==> config.mk <==
export PLATFORM = sky130hd
export DESIGN_NAME = demux1_4_lane_ctrl
export DESIGN_NICKNAME = d
export VERILOG_FILES = /design/src/rtl/demux1_4_lane_ctrl.sv
export SDC_FILE = /design/constraint.sdc
export NUM_CORES = 1
export LEC_CHECK = 0
export ABC_AREA = 1
export CAP_MARGIN = 20
export CORE_ASPECT_RATIO = 1.4
export CORE_MARGIN = 3
export CORE_UTILIZATION = 38
export CTS_CLUSTER_SIZE = 25
export DETAILED_ROUTE_END_ITERATION = 6
export GPL_ROUTABILITY_DRIVEN = 1
export PLACE_DENSITY = 0.75
export SYNTH_ARGS = -nofsm -noshare
export SYNTH_HDL_FRONTEND = slang
export SYNTH_SLANG_ARGS = --single-unit
==> constraint.sdc <==
create_clock -name clk -period 1.4 [get_ports clk]
set_input_delay 0.21 -clock clk [delete_from_list [all_inputs] [get_ports clk]]
set_output_delay 0.21 -clock clk [all_outputs]
set_load 0.01 [all_outputs]
==> src/rtl/demux1_4_lane_ctrl.sv <==
// demux1_4_lane_ctrl: round-robin byte striper driving a 1:4 lane demux.
// Partial stripes are padded; lane-mask changes land only on stripe boundaries.
module demux1_4_lane_ctrl #(
  parameter logic [7:0] PAD_BYTE     = 8'hBC,
  parameter logic [3:0] DEFAULT_MASK = 4'b1111
) (
  input  logic        clk,
  input  logic        reset,
  input  logic [7:0]  in0,
  input  logic        valid_in0,
  output logic        ready_in0,
  input  logic        cfg_load,
  input  logic [3:0]  lane_en,
  input  logic [3:0]  lane_ready,
  output logic [7:0]  out_data,
  output logic        out_valid,
  output logic [1:0]  out_sel,
  output logic        out_pad,
  output logic        stripe_done,
  output logic [3:0]  lane_mask,
  output logic [15:0] stripe_cnt
);
  typedef enum logic [1:0] {IDLE, RUN, PAD} state_t;
  state_t     r_state;
  logic [1:0] r_ptr;
  logic [3:0] r_mask;
  logic [3:0] r_pend;
  logic       w_acc;
  logic       w_pad_emit;
  logic       w_emit;
  logic       w_last;
  logic       w_apply;
  logic [1:0] w_next;
  function automatic logic [1:0] lowest(input logic [3:0] m);
    return m[0] ? 2'd0 : m[1] ? 2'd1 : m[2] ? 2'd2 : 2'd3;
  endfunction
  assign lane_mask = r_mask;
  // r_mask[r_ptr] is always set, so the pointer is the top lane when nothing lies above it
  always_comb begin
    ready_in0  = (r_state != PAD) & lane_ready[r_ptr];
    w_acc      = valid_in0 & ready_in0;
    w_pad_emit = (r_state == PAD) & lane_ready[r_ptr];
    w_emit     = w_acc | w_pad_emit;
    w_last     = (r_mask >> r_ptr) == 4'd1;
    w_next     = w_last ? lowest(r_mask) : lowest(r_mask & (4'b1110 << r_ptr));
    w_apply    = (r_state == IDLE) & ~w_acc & (r_pend != 4'd0);
  end
  always_ff @(posedge clk or posedge reset) begin
    if (reset) begin
      r_state     <= IDLE;
      r_ptr       <= lowest(DEFAULT_MASK);
      r_mask      <= DEFAULT_MASK;
      r_pend      <= '0;
      out_data    <= '0;
      out_valid   <= 1'b0;
      out_sel     <= '0;
      out_pad     <= 1'b0;
      stripe_done <= 1'b0;
      stripe_cnt  <= '0;
    end else begin
      out_valid   <= w_emit;
      out_pad     <= w_pad_emit;
      stripe_done <= w_emit & w_last;
      if (w_emit) begin
        out_data <= w_acc ? in0 : PAD_BYTE;
        out_sel  <= r_ptr;
        r_ptr    <= w_next;
        r_state  <= w_last ? IDLE : (r_state == PAD) ? PAD : RUN;
        if (w_last) stripe_cnt <= stripe_cnt + 16'd1;
      end else if (r_state == RUN && !valid_in0) begin
        r_state <= PAD;
      end
      if (w_apply) begin
        r_mask <= r_pend;
        r_ptr  <= lowest(r_pend);
      end
      r_pend <= (cfg_load && lane_en != 4'd0) ? lane_en : w_apply ? 4'd0 : r_pend;
    end
  end
endmodule

## Word level (Yosys, flattened, before mapping)

Index checks and enable logic that the tools add are counted.

- RAM bits: 0
- Bits in latches: 0
- Bits of input ports: 20
- Word-level logic and storage cells: 58
- Register bits after elaboration: 41
- Memories kept: 0
- Bits in read-only memories: 0

- Order comparisons: 1
- Multipliers: 0
- Shift-type cells: 2
- Div/mod/pow operators: 0
- Equal/unequal tests: 4
- Reduce and logical (&&, ||, !) cells: 10
- Bitwise operators: 9
- $add $sub $neg: 1
- Multiplexer cells: 21

Operator list:

| cell | count |
|---|---|
| $mux 2 | 13 |
| $add 16x1->16 const B | 1 |
| $mux 4 | 2 |
| $mux 8 | 1 |
| $reduce_bool 4->1 | 2 |
| $and 1x1->1 | 6 |
| $reduce_bool 2->1 | 3 |
| $eq 4x1->1 const B | 1 |
| $mux 1 | 4 |
| $shl 4x2->3 const A | 1 |
| $shr 4x2->4 | 1 |
| $and 3x3->3 | 1 |
| $lt 2x3->1 const B | 1 |
| $bmux 1 s2 | 1 |
| $eq 2x1->1 const B | 1 |
| $eq 2x2->1 const B | 1 |
| $logic_and 1x1->1 | 2 |
| $logic_not 2->1 | 1 |
| $ne 2x2->1 const B | 1 |
| $reduce_and 2->1 | 1 |
| $logic_not 1->1 | 1 |
| $not 1->1 | 1 |
| $or 1x1->1 | 1 |

## Longest topological paths before layout

Gate-level depths: netlist of the first run.

- Word-level depth: 9
- Mapped depth: 11
- Mapped depth without buffers: 10

## Worst setup path after synthesis of the first run

OpenSTA, ideal clock, no wires.

- Kind: register to register
- Start point: register r_mask[2] (netlist: lane_mask[2])
- End point: register stripe_cnt[13]
- Cell stages (with the launch flop): 11
- Clock period less this slack: 1.523 ns
- Required time: 1.283 ns
- Buffers on the path: 1
- Arrival: 1.406 ns
- Setup slack: -0.123 ns
- Cell sequence: dfstp_2 > nand2_1 > nand2_1 > nand2_1 > nand2_1 > nand3_4 > nor2_8 > buf_12 > nand3_2 > nand2_1 > nand2_1

- Cells in the longest elaborated chain, start to end: 3

Ends and longest elaborated chain:

| element | line | source |
|---|---|---|
| start: declaration | 26 | `logic [3:0] r_mask;` |
| start signal: assignment | 74 | `r_mask <= r_pend;` |
| $shr 4x2->4 | 44 | `w_last = (r_mask >> r_ptr) == 4'd1;` |
| $eq 4x1->1 | 44 |  |
| $reduce_and 2->1 (no line) | - |  |
| end signal: assignment | 69 | `if (w_last) stripe_cnt <= stripe_cnt + 16'd1;` |
| end: declaration | 21 | `output logic [15:0] stripe_cnt` |

Every way passes these cells.
A chain may end at the register's enable or synchronous reset.

## Final worst setup path of the first run

- Start point: register r_ptr[0]
- End point: register r_ptr[0]

- Cells in the longest elaborated chain, start to end: 8
- Elaborated cells between the ends (all ways): 20

Ends and longest elaborated chain:

| element | line | source |
|---|---|---|
| start: declaration | 25 | `logic [1:0] r_ptr;` |
| start signal: assignment | 51 | `r_ptr <= lowest(DEFAULT_MASK);` |
| start signal: assignment | 67 | `r_ptr <= w_next;` |
| start signal: assignment | 75 | `r_ptr <= lowest(r_pend);` |
| $shl 4x2->3 / $bmux 1 s2 (equally long branches) | 45, 40, 42 |  |
| $and 3x3->3 / $mux 1 (equally long branches) | 45, 40, 42 |  |
| $mux 1 / $and 1x1->1 (equally long branches) | 35, 40 |  |
| $mux 2 / $and 1x1->1 (equally long branches) | 35, 41 |  |
| $mux 2 / $not 1->1 (equally long branches) | 35, 46 |  |
| $mux 2 / $and 1x1->1 (equally long branches) | 45, 46 |  |
| $mux 2 / $and 1x1->1 (equally long branches) | 64, 46 |  |
| $mux 2 / $reduce_bool 2->1 (equally long branches) | - |  |

Parallel ways exist; a longest one is shown, timed or not. The select of a mux whose other input is x is not followed.

==> flow_summary.ini, run 1 <==
[worst_setup_path]
crit_start = r_ptr[0]
rr_endpoint = r_ptr[0]
crit_path_start_kind = flop
regToRegSetupSlack_ps = -290
crit_end = r_ptr[0]
endpoint_kind = flop
r2r_start = r_ptr[0]
path_class = flop to flop
crit_fanout = 4
rr_worst_depth = 11
crit_required_ps = 1610
crit_arrival_ps = 1900

[drt]
via_per_inst = 4.93
avgRoutedWirePerCell_um = 14.3
vias = 2187
drtIter0Drc = 135
postRouteAntennaNets = 0
dr.pass1.iters = 4
drc_errors = 0
finalWirelength_um = 6350

[final_layout]
post-route-util_pct = 69.3
final_cell_mix = buf_4, nand2_1, inv_1
final_common_cell = buf_4
drive_gt1_share_pct = 38.6
n_antenna_cell = 0
fillers = 406
fin_cells = 444
fin_area_um2 = 3600
fin_nets = 398
areaGrowthSynthToFinish_pct = 74.4

[timing]
relSlewSlack_pct = 59.4
finClkSkew_ps = 5.08
min_period_ps = 1690
finalCritPeriodShare_pct = 121
worst_slack_ps = -288
worst_pin_slew_ps = 603
maxSlewViolCount = 0
setup_tns_ps = -7780
setup_viol = 42
hold_viol = 0
max_freq_ghz = 0.592
rsz0062_at_grt = yes

[synthesis]
ys_async_sr_fraction_pct = 100
netlist_area_um2 = 2070
avgSynthCellArea_um2 = 8.47
ys_ff_latch = 41
syn_inst = 244
yosys.cell_types.count = 29
synth_edf_count = 0
yosysWarnings = 0
synth-seq-area-share_pct = 49.9
synth_fp_nets = 265
synth_ff_type = dfrtp_1

[placed_design]
dp_cells = 405
port_buffers = 53
post-dp-hpwl_um = 3820
post-place-ws_ps = -355
gp_congestion = 0.819
postPlaceCellArea_um2 = 3000

[power_and_ir_drop]
power_density_nw_per_um2 = 2170
sw_frac_of_total_pct = 39.5
seqPwrFrac_pct = 24.7
irDropWorstVdd_mv = 1.29
comb_power_share_pct = 60.9
power.internal_mw = 4.73
p_sw_mw = 3.09
clkPwrFrac_pct = 14.4
leakagePower_nw = 1.90

[clock_tree]
cts_hold_buf = 0
cts.sinks = 41
root_buffer = clkbuf_8
insertion_delay_ps = 290
path_clk_slew_ps = 80
cts_made_buffers = 5
cts-htree-levels = 2
tritoncts = done
clk_path_buf_depth = 2

[floorplanning]
fp.dieH_um = 93.2
row_count = 31
coreArea_um2 = 5200
dieArea_um2 = 6370
fp.dieW_um = 68.3
start_util_pct = 39.7
ios = 54

[grt]
grt_pass1_wl_um = 9590
gr-total-overflow = 0
grt_start_max_net_pins = 42
grt_pass1_vias = 2218
antenna_found_initial = 0
grtUsageTotal_pct = 19.8

[run_status]
status = finished with violations
violations = negative setup slack

[flow_run]
cap_viol_max_count = 0

[worst_hold_path]
hold_class = input port to async pin
-- flip-flops by register name, summed over array words and instances, names as in the netlist, 2 cells and up --
register	flops
lane_mask	4
out_data	8
out_sel	2
r_pend	4
r_ptr	2
r_state	2
stripe_cnt	16
-- layer usage --
layer,share of wire (%),track usage [%]
met2,56,36.5
met4,2.5,7.30
met1,38,21.4
met5,0,0
met3,3.6,3.85
-- final cells by class --
cell class,instances,area (um2),share of cell area [%]
inverters,42,168,4.65
repair buffers,129,1140,31.6
clock buffers,5,68.8,1.91
clock inverters,3,65.1,1.81
multi-input cells,158,1050,29.1
well taps,66,82.6,2.29
flip-flops and latches,41,1030,28.7
-- power by group through the flow --
stage	Combinational [mW]	Clock, mW	Sequential [mW]
global route	5.20	1.21	1.96
floorplan	1.68	0	2.11
CTS	4.33	1.14	1.91
finish	4.77	1.13	1.93
global placement	3.59	0	1.92
detailed placement	3.66	0	1.94
-- logic make-up after synthesis --
family,after synthesis,share of synthesized area (%)
AO/OA/AOI/OAI,30,8.90
adder cells (fa/ha/maj),1,0.606
AND/OR/NAND/NOR,114,25.3
buffers and inverters,46,9.87
flip-flops,41,49.9
XOR/XNOR,12,5.45
-- per-stage QoR --
stage / power, mW / hold slack (ps)
4_1_cts: 7.38 / 276
5_1_grt: 8.37 / 291
3_3_place_gp: 5.52 / 473
3_5_place_dp: 5.60 / 482
6_report: 7.82 / 270
2_1_floorplan: 3.79 / 327
-- critical path, cell delays in order (launching register included) --
cell and delay, ps:
dfrtp_1 410, buf_4 150, buf_6 120, nand2_4 60, nand3_4 80, buf_4 150, buf_4 120, nand3_1 120
nand3_2 120, nand2_1 70, inv_1 40, a21oi_1 170
-- Yosys cell counts (2+ instances only) --
cell type / instances / area [um2]
a21oi_1: 2 / 10.0
a22o_1: 3 / 26.3
buf_4: 2 / 15.0
dfrtp_1: 37 / 926
dfstp_2: 4 / 105
inv_1: 39 / 146
inv_2: 3 / 11.3
nand2_1: 67 / 251
nand3_1: 19 / 95.1
nand4_1: 6 / 37.5
nor2_1: 8 / 30.0
nor3_1: 8 / 40.0
o21ai_0: 14 / 70.1
o22ai_1: 8 / 50.1
xnor2_1: 6 / 52.6
xor2_1: 5 / 43.8
-- how the worst min path moves through the flow --
stage,endpoint,slack [ps],cells after the start
after floorplan,r_pend[0],330,2
after global placement,out_sel[1],470,2
after detailed placement,out_data[2],480,2
after CTS,out_data[1],280,3
after global routing,out_data[1],290,3
final,out_data[0],270,3
-- what timing repair did --
action | 4_1_cts | 5_1_grt
setup buffers | 21 | 9
endpoints found under the setup margin | 67 | 52
cloned | 1 | 0
pin swaps | 20 | 16
resized for setup | 84 | 38
Power figures use the tool's default switching activity.
==> inputs of run 2 (changes only) <==
--- a/config.mk
+++ b/config.mk
@@ -12,8 +12,9 @@
 export CORE_UTILIZATION = 38
 export CTS_CLUSTER_SIZE = 25
 export DETAILED_ROUTE_END_ITERATION = 6
+export DONT_BUFFER_PORTS = 1
 export GPL_ROUTABILITY_DRIVEN = 1
-export PLACE_DENSITY = 0.75
+export PLACE_DENSITY = 0.62
 export SYNTH_ARGS = -nofsm -noshare
 export SYNTH_HDL_FRONTEND = slang
 export SYNTH_SLANG_ARGS = --single-unit
==> flow_summary.ini, run 2 (synthesized netlist as in run 1, its figures left out) <==
[run_status]
status = finished with violations
violations = negative setup slack

[timing]
rsz0062_at_grt = yes
hold-worst-slack_ps = 34.6
finClkSkew_ps = 18.8
relSlewSlack_pct = 62.8
finalCritPeriodShare_pct = 114
maxSlewViolCount = 0
min_period_ps = 1600
worst_pin_slew_ps = 555
worst_slack_ps = -202
hold_viol = 0
setup_viol = 37
max_freq_ghz = 0.624

[final_layout]
largest_reg_flops = 16
multi_input_comb_area_um2 = 1070
fin_cells = 376
regMostFlops = stripe_cnt
areaGrowthSynthToFinish_pct = 47.3
final_cell_mix = nand2_1, buf_4, inv_1
reg_top3 = stripe_cnt (16), out_data (8)
drive_gt1_share_pct = 41.6
ff_latch_area_um2 = 1030
fin_nets = 330
final_common_cell = nand2_1
n_antenna_cell = 0
fillers = 470

[clock_tree]
root_buffer = clkbuf_8
tritoncts = done
path_clk_slew_ps = 90
insertion_delay_ps = 300
clk_path_buf_depth = 2
cts-htree-levels = 2
cts_made_buffers = 5
cts.sinks = 41

[worst_setup_path]
crit_arrival_ps = 1770
path_class = flop to flop
regToRegSetupSlack_ps = -200
r2r_start = r_ptr[0]
rr_worst_depth = 9
slowest_delay_ps = 440
cp_slowest_cell = dfrtp_2
crit_required_ps = 1570
crit_path_start_kind = flop
cp_top_family = simple AND/OR/NAND/NOR gates
endpoint_kind = flop
crit_fanout = 9
rr_endpoint = stripe_cnt[3]
cp_cell_sequence = clkinv_4 > a21oi_2 > nand2_2 > nand2_2 > nand3_4 > nor2_8 > buf_12 > nand2_1 > xor2_1
crit_top_cell = nand2_2
path_buf_inv = 2

[floorplanning]
dieArea_um2 = 6370
ios = 54
row_count = 31
coreArea_um2 = 5200
fp.dieH_um = 93.2
fp.dieW_um = 68.3
start_util_pct = 39.7

[grt]
grtUsageTotal_pct = 17.4
gr-total-overflow = 0
grt_pass1_wl_um = 8380
grt_pass1_vias = 1905
antenna_found_initial = 0
grt_start_max_net_pins = 20

[drt]
finalWirelength_um = 5420
drc_errors = 0
dr.pass1.iters = 4
avgRoutedWirePerCell_um = 14.4
postRouteAntennaNets = 0
vias = 1856
via_per_inst = 4.94
drtIter0Drc = 74

[worst_hold_path]
hold_class = input port to flop
min-delay-start = lane_en[0]
min_delay_worst_endpoint = r_pend[0]
holdPathStages = 2

[placed_design]
dp_cells = 352
post-dp-hpwl_um = 3780
port_buffers = 0
gp_congestion = 0.837

[flow_run]
cap_viol_max_count = 0

[power_and_ir_drop]
leakagePower_nw = 1.48
power_density_nw_per_um2 = 2330
irDropWorstVdd_mv = 0.985
## run 2: changes by cell type in the layout (fill, tap and decap cells not counted), moves of 3 or more
| cell | delta |
|---|---|
| dlymetal6s2s_1 | -6 |
| dlygate4sd2_1 | -21 |
| clkbuf_2 | -4 |
| clkdlybuf4s50_1 | -20 |
| buf_4 | -20 |
| nand2_1 | -3 |
## run 2: how the worst max path moves through the flow
stage                     end  slack [ps]          from  cells past startpoint
2_1_floorplan  stripe_cnt[13]        -110  lane_mask[2]                     10
3_3_place_gp    stripe_cnt[4]        -140  lane_mask[2]                      9
3_5_place_dp    stripe_cnt[6]        -170  lane_mask[2]                      9
4_1_cts         stripe_cnt[4]        -160      r_ptr[0]                     10
5_1_grt        stripe_cnt[10]        -310      r_ptr[0]                     10
6_report        stripe_cnt[3]        -200      r_ptr[0]                      9
## run 2: cell type report
cell class	count	area share [%]
Clock inverter	2	0.329
Clock buffer	6	2.38
Tap cell	66	2.71
Inverter	42	5.59
Multi-Input combinational cell	157	35.1
Timing Repair Buffer	62	19.9
Sequential cell	41	34.0
## run 2: metal layers
layer / vias up / share of wire (%) / track usage, %
met3: 12 / 4.8 / 5.41
met2: 42 / 54 / 31.0
li1: 911 / - / -
met5: - / 0 / 0
met4: 0 / 2.4 / 7.79
met1: 891 / 38 / 17.9
## run 2: per-stage QoR
| stage | total power [mW] | area (um2) | setup TNS (ps) | setup WS, ps | util [%] |
|---|---|---|---|---|---|
| 2_1_floorplan | 3.79 | 2080 | -641 | -108 | - |
| 3_3_place_gp | 4.90 | 2490 | -2320 | -142 | 47.8 |
| 3_5_place_dp | 4.96 | 2490 | -3650 | -172 | 47.8 |
| 4_1_cts | 6.31 | 2770 | -4510 | -164 | 53.3 |
| 5_1_grt | 7.62 | 3040 | -7620 | -310 | 58.5 |
| 6_report | 7.09 | 3040 | -4160 | -202 | 58.5 |
## run 2: power breakdown
part	switching, mW	total, mW	internal, mW
sequential	0.416	2.06	1.64
combinational	2.16	4.27	2.12
clock	0.414	0.760	0.346
## run 2: repair_timing
item                                    in CTS  in global routing
pin swaps                                   10                  6
gates cloned                                 2                  0
resized for setup                           29                 59
endpoints found under the hold margin       12                  0
endpoints found under the setup margin      38                 42
buffers inserted                             4                  9
hold buffers                                 1                  0
==> inputs of run 3 (changes only) <==
--- a/config.mk
+++ b/config.mk
@@ -15,6 +15,8 @@
 export DONT_BUFFER_PORTS = 1
 export GPL_ROUTABILITY_DRIVEN = 1
 export PLACE_DENSITY = 0.62
+export SETUP_SLACK_MARGIN = 0.3
 export SYNTH_ARGS = -nofsm -noshare
 export SYNTH_HDL_FRONTEND = slang
 export SYNTH_SLANG_ARGS = --single-unit
+export TNS_END_PERCENT = 30
==> flow_summary.ini, run 3 (synthesized netlist as in run 1, its figures left out) <==
[floorplanning]
fp.dieW_um = 68.3
row_count = 31
coreArea_um2 = 5200
start_util_pct = 39.7
dieArea_um2 = 6370
ios = 54
fp.dieH_um = 93.2

[clock_tree]
cts-htree-levels = 2
insertion_delay_ps = 290
cts.sinks = 41
path_clk_slew_ps = 80
cts_made_buffers = 5
root_buffer = clkbuf_8
tritoncts = done
clk_path_buf_depth = 2

[timing]
worst_slack_ps = -171
rsz0062_at_grt = yes
finalCritPeriodShare_pct = 112
hold_viol = 0
maxSlewViolCount = 0
max_freq_ghz = 0.637
worst_pin_slew_ps = 443
setup_viol = 37
relSlewSlack_pct = 70.2
min_period_ps = 1570
finClkSkew_ps = 7.83
setup_tns_ps = -4170

[final_layout]
n_antenna_cell = 0
largest_reg_flops = 16
fin_area_um2 = 2830
regMostFlops = stripe_cnt
final_common_cell = nand2_1
areaGrowthSynthToFinish_pct = 37.1
reg_top3 = stripe_cnt (16), out_data (8)
fin_nets = 323
post-route-util_pct = 54.5
drive_gt1_share_pct = 33.0
final_cell_mix = nand2_1, buf_4, inv_1

[worst_hold_path]
hold_class = input port to flop
min-delay-start = lane_en[0]
holdPathStages = 2
min_delay_worst_endpoint = r_pend[0]

[power_and_ir_drop]
leakagePower_nw = 1.43
power.total_mw = 6.48
sw_frac_of_total_pct = 40.6
seqPwrFrac_pct = 31.4
power_density_nw_per_um2 = 2290
comb_power_share_pct = 55.5
p_sw_mw = 2.63
clkPwrFrac_pct = 13.1
irDropWorstVdd_mv = 1.17
power.internal_mw = 3.85

[run_status]
status = finished with violations
violations = negative setup slack

[drt]
drc_errors = 0
vias = 1797
avgRoutedWirePerCell_um = 13.6
drtIter0Drc = 41
postRouteAntennaNets = 0
via_per_inst = 4.87
dr.pass1.iters = 4
finalWirelength_um = 5030

[worst_setup_path]
crit_fanout = 5
regToRegSetupSlack_ps = -170
cp_slowest_cell = dfstp_2
path_buf_inv = 3
crit_required_ps = 1570
cp_cell_sequence = buf_4 > nand2_1 > nand2_1 > nand2_2 > nand3_4 > nor2_8 > buf_12 > buf_16 > nand4_1 > nand2_1
rr_endpoint = stripe_cnt[10]
endpoint_kind = flop
path_class = flop to flop
crit_path_start_kind = flop
r2r_start = lane_mask[3]
crit_top_cell = nand2_1
rr_worst_depth = 10
cp_top_family = flip-flops
slowest_delay_ps = 560
crit_arrival_ps = 1740

[grt]
antenna_found_initial = 0
grt_pass1_vias = 1820
grtUsageMet2_pct = 28.9
grt.busiest_layer = met2
grtUsageTotal_pct = 16.9
grt_start_max_net_pins = 42
grt_pass1_wl_um = 8180
gr-total-overflow = 0
grt_use_met3_pct = 4.69
global_route.usage.met1_pct = 18.8

[placed_design]
postPlaceCellArea_um2 = 2490
port_buffers = 0
post-dp-hpwl_um = 3610
gp_congestion = 0.796

[flow_run]
cap_viol_max_count = 0
[run 3: cell types whose count changed in the layout (fill, tap and decap cells not counted), sizes merged]
cell,delta
buf,-8
inv,+3
clkinv,-4
clkbuf,+2
[run 3: how the worst max path moves through the flow]
stage	start	end	slack [ps]	depth (start not counted)
finish	lane_mask[3]	stripe_cnt[10]	-170	10
global route	lane_mask[1]	stripe_cnt[10]	-260	10
global placement	r_ptr[0]	stripe_cnt[4]	-140	9
CTS	lane_mask[1]	stripe_cnt[12]	-150	9
floorplan	lane_mask[2]	stripe_cnt[13]	-110	10
detailed placement	lane_mask[1]	stripe_cnt[6]	-150	9
[run 3: routing by layer]
layer  vias up  share of wire (%)
met5         -                  0
met4         0                2.1
met3        12                5.3
met2        45                 54
met1       843                 38
li1        897                  -
[run 3: what timing repair did]
item                                   4_1_cts  5_1_grt
pin swaps                                    5        7
endpoints found under the hold margin       37        0
buffers inserted                             4        3
setup endpoints to repair                   48       51
gates cloned                                 1        1
resized for setup                           22       18
hold buffers                                 1        0
[run 3: worst register-to-register path: stages, from the launching register on]
cell and delay, ps:
dfstp_2 560, buf_4 120, nand2_1 40, nand2_1 80
nand2_2 80, nand3_4 120, nor2_8 50, buf_12 140
buf_16 130, nand4_1 70, nand2_1 60
[run 3: cell type report]
cell class / count / area, um2
clock buffers: 7 / 96.3
clock inverters: 1 / 5.00
fillers: 511 / 2360
inverters: 42 / 158
multi-input cells: 157 / 935
flip-flops and latches: 41 / 1030
well taps: 66 / 82.6
repair buffers: 55 / 524
[run 3: power by group through the flow]
stage	sequential [mW]	combinational [mW]	clock, mW
floorplan	2.11	1.72	0
global placement	2.03	2.87	0
detailed placement	2.04	2.92	0
CTS	2.03	3.29	0.898
global route	2.09	3.97	0.939
finish	2.03	3.60	0.846
[run 3: metrics by stage]
stage / setup slack [ps] / cells / hold WS (ps)
floorplan: -108 / 244 / 327
global placement: -139 / 351 / 181
detailed placement: -152 / 351 / 187
CTS: -152 / 365 / 36.9
global route: -263 / 369 / 34.2
finish: -171 / 369 / 51.7
